[config.mk]
export PLATFORM = sky130hd
export DESIGN_NAME = montmul_seq_flat
export DESIGN_NICKNAME = d
export VERILOG_FILES = /design/src/rtl/montmul_seq_if.sv /design/src/rtl/montmul_seq.sv /design/src/flat_wrapper.sv
export SDC_FILE = /design/constraint.sdc
export NUM_CORES = 2
export LEC_CHECK = 0
export CAP_MARGIN = 15
export CORE_MARGIN = 8
export CORE_UTILIZATION = 40
export DETAILED_ROUTE_END_ITERATION = 10
export PLACE_DENSITY = 0.62
export SYNTH_ARGS = -nofsm -noshare
export SYNTH_HDL_FRONTEND = slang
export SYNTH_SLANG_ARGS = --single-unit
[constraint.sdc]
create_clock -name clk -period 21.9 [get_ports clk]
set_input_delay 4.38 -clock clk [delete_from_list [all_inputs] [get_ports clk]]
set_output_delay 4.38 -clock clk [all_outputs]
set_load 0.02 [all_outputs]
[src/rtl/montmul_seq_if.sv]
// Operand/result handshake bundle for montmul_seq: the requester drives the
// operands and start, the multiplier returns busy/done/err and the result.
interface montmul_seq_if #(
    parameter int WID = 256
);
    logic [WID-1:0] a;
    logic [WID-1:0] b;
    logic [WID-1:0] m;
    logic           start;
    logic           busy;
    logic           done;
    logic           err;
    logic [WID-1:0] r;

    modport master (
        output a, b, m, start,
        input  busy, done, err, r
    );

    modport slave (
        input  a, b, m, start,
        output busy, done, err, r
    );
endinterface

[src/rtl/montmul_seq.sv]
// Bit-serial radix-2 Montgomery multiplier: r = a*b*2^-WID mod m, one
// multiplier bit per cycle, registered final subtraction, even-modulus flag.
module montmul_seq #(
    parameter int WID    = 256,
    parameter int CNTWID = 8
) (
    input  logic         clk,
    input  logic         rst,
    montmul_seq_if.slave bus
);

    typedef enum logic [1:0] {
        IDLE = 2'd0,
        RUN  = 2'd1,
        SUB  = 2'd2
    } state_e;

    state_e            state_q, state_d;
    logic [CNTWID-1:0] cnt_q, cnt_d;
    logic [WID-1:0]    a_q, a_d;
    logic [WID-1:0]    b_q, b_d;
    logic [WID-1:0]    m_q, m_d;
    logic [WID-1:0]    r_q, r_d;
    logic [WID+1:0]    s_q, s_d;
    logic              done_q, done_d;
    logic              err_q, err_d;

    logic [WID+1:0]    sum_ab;
    logic [WID+1:0]    sum_abm;
    logic              q_bit;

    // A is shifted right each iteration so the current multiplier bit is a_q[0].
    always_comb begin
        sum_ab  = s_q + (a_q[0] ? {2'b00, b_q} : '0);
        q_bit   = sum_ab[0];
        sum_abm = sum_ab + (q_bit ? {2'b00, m_q} : '0);
    end

    // NOTE: every variable gets its hold/default value first so no path leaves it unassigned and no latch is inferred.
    always_comb begin
        state_d = state_q;
        cnt_d   = cnt_q;
        a_d     = a_q;
        b_d     = b_q;
        m_d     = m_q;
        s_d     = s_q;
        r_d     = r_q;
        err_d   = err_q;
        done_d  = 1'b0;

        case (state_q)
            IDLE: begin
                if (bus.start) begin
                    a_d     = bus.a;
                    b_d     = bus.b;
                    m_d     = bus.m;
                    s_d     = '0;
                    cnt_d   = '0;
                    err_d   = 1'b0;
                    state_d = bus.m[0] ? RUN : SUB;
                end
            end
            RUN: begin
                s_d   = sum_abm >> 1;
                a_d   = a_q >> 1;
                cnt_d = cnt_q + CNTWID'(1);
                if (cnt_q == CNTWID'(WID - 1)) begin
                    state_d = SUB;
                end
            end
            SUB: begin
                done_d  = 1'b1;
                state_d = IDLE;
                if (!m_q[0]) begin
                    r_d   = '0;
                    err_d = 1'b1;
                end else if (s_q >= {2'b00, m_q}) begin
                    // S < 2M, so the difference fits in WID bits.
                    r_d = s_q[WID-1:0] - m_q;
                end else begin
                    r_d = s_q[WID-1:0];
                end
            end
            default: state_d = IDLE;
        endcase
    end

    // NOTE: sequential state uses non-blocking assignments so every register samples pre-edge values.
    always_ff @(posedge clk) begin
        if (rst) begin
            state_q <= IDLE;
            cnt_q   <= '0;
            r_q     <= '0;
            done_q  <= 1'b0;
            err_q   <= 1'b0;
        end else begin
            state_q <= state_d;
            cnt_q   <= cnt_d;
            r_q     <= r_d;
            done_q  <= done_d;
            err_q   <= err_d;
        end
    end

    // NOTE: operand and accumulator registers are loaded on accept before use, so they carry no reset.
    always_ff @(posedge clk) begin
        a_q <= a_d;
        b_q <= b_d;
        m_q <= m_d;
        s_q <= s_d;
    end

    assign bus.busy = (state_q != IDLE);
    assign bus.done = done_q;
    assign bus.err  = err_q;
    assign bus.r    = r_q;

endmodule

[src/flat_wrapper.sv]
// flat-port wrapper written by rule: the top's interface ports become plain ports
module montmul_seq_flat 
#(
    parameter int WID    = 256,
    parameter int CNTWID = 8
)
  (clk, rst, bus_a, bus_b, bus_m, bus_start, bus_busy, bus_done, bus_err, bus_r);
  montmul_seq_if #(.WID(WID)) bus_i ();
  input  logic clk;
  input  logic rst;
  input wire logic [$bits(bus_i.a)-1:0] bus_a;
  input wire logic [$bits(bus_i.b)-1:0] bus_b;
  input wire logic [$bits(bus_i.m)-1:0] bus_m;
  input wire logic [$bits(bus_i.start)-1:0] bus_start;
  output wire logic [$bits(bus_i.busy)-1:0] bus_busy;
  output wire logic [$bits(bus_i.done)-1:0] bus_done;
  output wire logic [$bits(bus_i.err)-1:0] bus_err;
  output wire logic [$bits(bus_i.r)-1:0] bus_r;
  assign bus_i.a = bus_a;
  assign bus_i.b = bus_b;
  assign bus_i.m = bus_m;
  assign bus_i.start = bus_start;
  assign bus_busy = bus_i.busy;
  assign bus_done = bus_i.done;
  assign bus_err = bus_i.err;
  assign bus_r = bus_i.r;
  montmul_seq #(.WID(WID), .CNTWID(CNTWID)) u_core (.clk(clk), .rst(rst), .bus(bus_i));
endmodule
# == Word level (Yosys, flattened, before mapping) ==
# Cells that the tools add are included.
# classes
n_addsub,4
mul,0
n_div,0
order_cmp,1
eq_ne,6
n_shift,0
muxes,18
n_bitwise,0
n_reduce_logical,8
# op_table
cell,n
$mux 256,5
$add 258x258->258,2
$pmux 258 s2,1
$pmux 256 s2,1
$ge 258x256->1,1
$mux 258,1
$sub 256x256->256,1
$pmux 8 s2,1
$add 8x1->8 const B,1
$eq 8x8->1 const B,1
$mux 8,1
$mux 2,3
$reduce_and 2->1,3
$reduce_bool 2->1,3
$ne 2x2->1 const B,2
$pmux 2 s2,1
$mux 1,3
$reduce_and 3->1,1
$eq 2x1->1 const B,1
$eq 2x2->1 const B,1
$logic_not 2->1,1
$ne 2x1->1 const B,1
$pmux 1 s2,1
# word_totals
regBits,1294
latch_bits,0
mem_bits_rw,0
mem_bits_ro,0
in_bits,771
output_inout_bits,259
elab_cells,46
n_memories,0

# == Depth between registers and ports, before layout ==
# depth
word_depth,5
mapped_depth,37
depth_no_buf,34

# == Least setup slack after synthesis ==
# OpenSTA, ideal clock, no wires.
# synth_path
kind,input to register
from,in bus_start
to,"reg u_core.err_q, in the netlist u_core.bus.err"
setup_time_ns,0.139
t_arrival_ns,16.869
required_ns,21.761
slack_ns,4.892
path_stages,3
n_path_buf,0
path_cell_list,and2_1 > or2_1 > o32ai_1
# synth_between
elab_chain_len,2
# synth_rtl
element,line_no,rtl
start: declaration,flat_wrapper.sv:14,input wire logic [$bits(bus_i.start)-1:0] bus_start;
$ne 2x2->1 (no source line),n/a,
$reduce_and 3->1 (no source line),n/a,
end signal: assignment,montmul_seq.sv:101,err_q <= err_d;
end: declaration,montmul_seq.sv:26,"logic err_q, err_d;"
# Every way passes these cells.
# A chain may end at the register's enable or synchronous reset.

# == Worst setup path after layout ==
# layout_path
from,reg u_core.a_q[0]
to,reg u_core.s_q[228] (data pin)
# layout_between
elab_chain_len,5
# layout_rtl
element,line_no,rtl
start: declaration,montmul_seq.sv:20,"logic [WID-1:0] a_q, a_d;"
start signal: assignment,montmul_seq.sv:107,a_q <= a_d;
$mux 256 *,montmul_seq.sv:34,"sum_ab = s_q + (a_q[0] ? {2'b00, b_q} : '0);"
$add 258x258->258 *,montmul_seq.sv:34,
$mux 256,montmul_seq.sv:36,"sum_abm = sum_ab + (q_bit ? {2'b00, m_q} : '0);"
$add 258x258->258 *,montmul_seq.sv:36,
$pmux 258 s2 *,montmul_seq.sv:51,case (state_q)
end signal: assignment,montmul_seq.sv:110,s_q <= s_d;
end: declaration,montmul_seq.sv:24,"logic [WID+1:0] s_q, s_d;"
# Every way passes the cells marked *; elsewhere a longest branch is shown, timed or not.

==> flow_summary.ini <==
[logic_synthesis]
synth_top_family_by_area = compound AO/OA/AOI/OAI gates
syn-num-nets = 14600
synth_ff_type = edfxtp_1
yosysSeqAreaShare_pct = 34.5
synthAdderAreaFrac_pct = 9.23
synth.distinct_cells = 110
syn_area_per_cell_um2 = 8.01
synth-seq-cells = 1293
syn-cell-area_um2 = 105000
synthXorXnorAreaFrac_pct = 6.24
synth_cells = 13100
async_reset_ff_share_pct = 0
synth_edf_count = 1025
synth-simple-area-share_pct = 21.7
ys_warn_count = 0
synth_compound_area_share_pct = 23.3
synth_mux_area_share_pct = 0.348

[floorplan]
die_w_um = 528
rows = 188
coreArea_um2 = 261000
fp.dieArea_um2 = 278000
initial_utilization_pct = 40.1
pin_count = 1030
die_y_um = 528

[placement]
hpwl_mm = 444
routabilityCongestion = 1.10
dp_cells = 17000
pre_cts_ws_ns = 10.61
numPortBuffers = 1029
postPlaceCellArea_um2 = 117000

[routing]
dr.pass1.iters = 7
wl_per_cell_um = 30.7
drc = 0
avgViaCountPerCell = 6.11
wirelength_mm = 532
drt_first_iter_violations = 12900
vias = 106000
antenna_left = 0

[global_route]
grt_pass1_vias = 99900
grt-ovfl-total = 0
grt.total_usage_pct = 36.1
antenna_found_initial = 80
grt_pass1_wl_mm = 739
grt_max_degree = 149

[layout]
fillers = 26200
regArea_um2 = 36100
final_common_cell = nand2_1
final_cells = 17300
utilization_pct = 47.0
nNetsFinal = 15200
syn_to_final_growth_pct = 17.2
finalInstanceArea_um2 = 123000
multi_input_area_um2 = 63700
layout-drive-gt1-share_pct = 3.58
final_cell_mix = 1,890 x nand2_1, 1,520 x a21oi_1, 1,308 x nor2_1, 1,028 x clkdlybuf4s50_1, 1,025 x edfxtp_1

[sta]
final_hold_viol_count = 0
finalCritPeriodShare_pct = 54.0
hold_ws_ns = 0.448
rsz0062_at_grt = no
setup_ws_ns = 10.07
finalSetupViolCount = 0
fmax_mhz = 84.6
fin_skew_ns = 0.0693
worst_slew_pin_slew_ns = 1.43
report.final.slew_viol_count = 0
tns_ns = 0
post-route-min-period_ns = 11.83
slew_headroom_pct = 3.42

[critical_path]
critPathMostFrequentCell = o21ai_0
r2r-start = u_core.a_q[0]
path_class = flip-flop to flip-flop
max_stage_delay_ns = 0.91
worstSetupStartpointType = flip-flop
cp_max_fo = 56
setup.worst_path.start = u_core.a_q[0]
slowest_stage = edfxtp_1
worstPathRequired_ns = 22.52
end_kind = flip-flop
cp.arrival_ns = 12.44

[status]
status = completed

[clocking]
h-tree-depth = 4
root_buffer = clkbuf_16
ctsResizeCount = 0
clockBufferDepth = 4
cts_buffers = 160
worstSkewPairLatency_ns = 0.92
post-cts-setup-buffers = 0
clk_pin_slew_ns = 0.06
cts_hold_buf = 0
cts_tree = done
clock-sinks = 1293

[power]
p_leak_nw = 47.8
p_total_mw = 14.2
ir_drop_mv = 0.0691
powerDensity_nw_per_um2 = 116

[hold_path]
min_from = u_core.bus.r[213]
hp-class = flip-flop to flip-flop

[run]
max-cap-violations = 0
layer usage:
| layer | global-route usage (%) | part of all wire (%) | wire, um | vias up |
|---|---|---|---|---|
| li1 | - | - | - | 48100 |
| met1 | 46.6 | 40 | 213000 | 50500 |
| met2 | 55.2 | 43 | 227000 | 5796 |
| met3 | 8.64 | 10 | 53500 | 1224 |
| met4 | 21.0 | 7.1 | 37900 | 88 |
| met5 | 0 | 0.11 | 580 | - |
sequential cells by signal, indices dropped and copies added, names as in the netlist:
| register | flops |
|---|---|
| u_core.a_q | 256 |
| u_core.m_q | 256 |
| u_core.state_q | 2 |
| u_core.bus.err | 1 |
| u_core.b_q | 256 |
| u_core.bus.r | 256 |
| u_core.cnt_q | 8 |
| u_core.s_q | 257 |
| u_core.bus.done | 1 |
cell usage after synthesis, types with 51 or more instances:
| master | count | share of area (%) |
|---|---|---|
| nand2_1 | 1893 | 6.8 |
| xnor2_1 | 479 | 4.0 |
| and2_1 | 546 | 3.3 |
| edfxtp_1 | 1025 | 29 |
| o21ai_0 | 921 | 4.4 |
| a21boi_0 | 72 | 0.52 |
| or2_2 | 51 | 0.30 |
| o211ai_1 | 53 | 0.38 |
| o21bai_1 | 296 | 2.1 |
| buf_2 | 71 | 0.34 |
| nand3_1 | 95 | 0.45 |
| o21a_1 | 108 | 0.77 |
| o31ai_1 | 60 | 0.43 |
| inv_1 | 570 | 2.0 |
| nor4_1 | 75 | 0.45 |
| clkbuf_1 | 634 | 2.3 |
| nor2_1 | 1310 | 4.7 |
| nor3_1 | 214 | 1.0 |
| xor2_1 | 267 | 2.2 |
| a21o_1 | 297 | 2.1 |
| nand2b_1 | 57 | 0.34 |
| a22oi_1 | 87 | 0.62 |
| a21oi_1 | 1520 | 7.3 |
| nand4_1 | 502 | 3.0 |
| o21ai_1 | 57 | 0.27 |
| ha_1 | 768 | 9.2 |
| dfxtp_1 | 268 | 5.1 |
| a31oi_1 | 74 | 0.44 |
| a211oi_1 | 53 | 0.38 |
critical path: cells and delay by family, from the launching register on:
kind,cells,cell delay [ns]
AOI/OAI and AO/OA,17,6.16
and+or+nand+nor,8,2.84
DFF,1,0.91
adders and majority gates,2,0.78
buffers and inverters,1,0.59
xor gates and xnor gates,1,0.20
logic make-up after synthesis:
kind of cell,after synthesis
compound gates,3981
buf+inv,1295
flops,1293
xor+xnor,746
simple gates,4942
mux,36
fa+ha+maj,771
report_power, final:
group	switching, mW	total [mW]	internal, mW
Combinational	5.44	8.04	2.60
Clock	1.16	2.72	1.55
Sequential	0.433	3.47	3.04
Total	7.04	14.2	7.20
final cells by class:
class	count	area share, %
clock buffers	216	3.65
repair buffers	1125	9.01
multi-input cells	10500	51.9
well taps	3515	3.58
flip-flops and latches	1293	29.5
diodes	25	0.0510
clock inverters	72	0.585
inverters	570	1.75
path summary, 6_finish.rpt:
path | slack (ns) | cells after the start | endpoint
worst max-delay path | 10.07 | 29 | u_core.s_q[228]
worst min-delay path | 0.45 | 2 | u_core.bus.r[213]
worst max register to register | 10.07 | 29 | u_core.s_q[228]
worst min register to register | 0.45 | 2 | u_core.bus.r[213]
(Power assumes the default switching activity.)
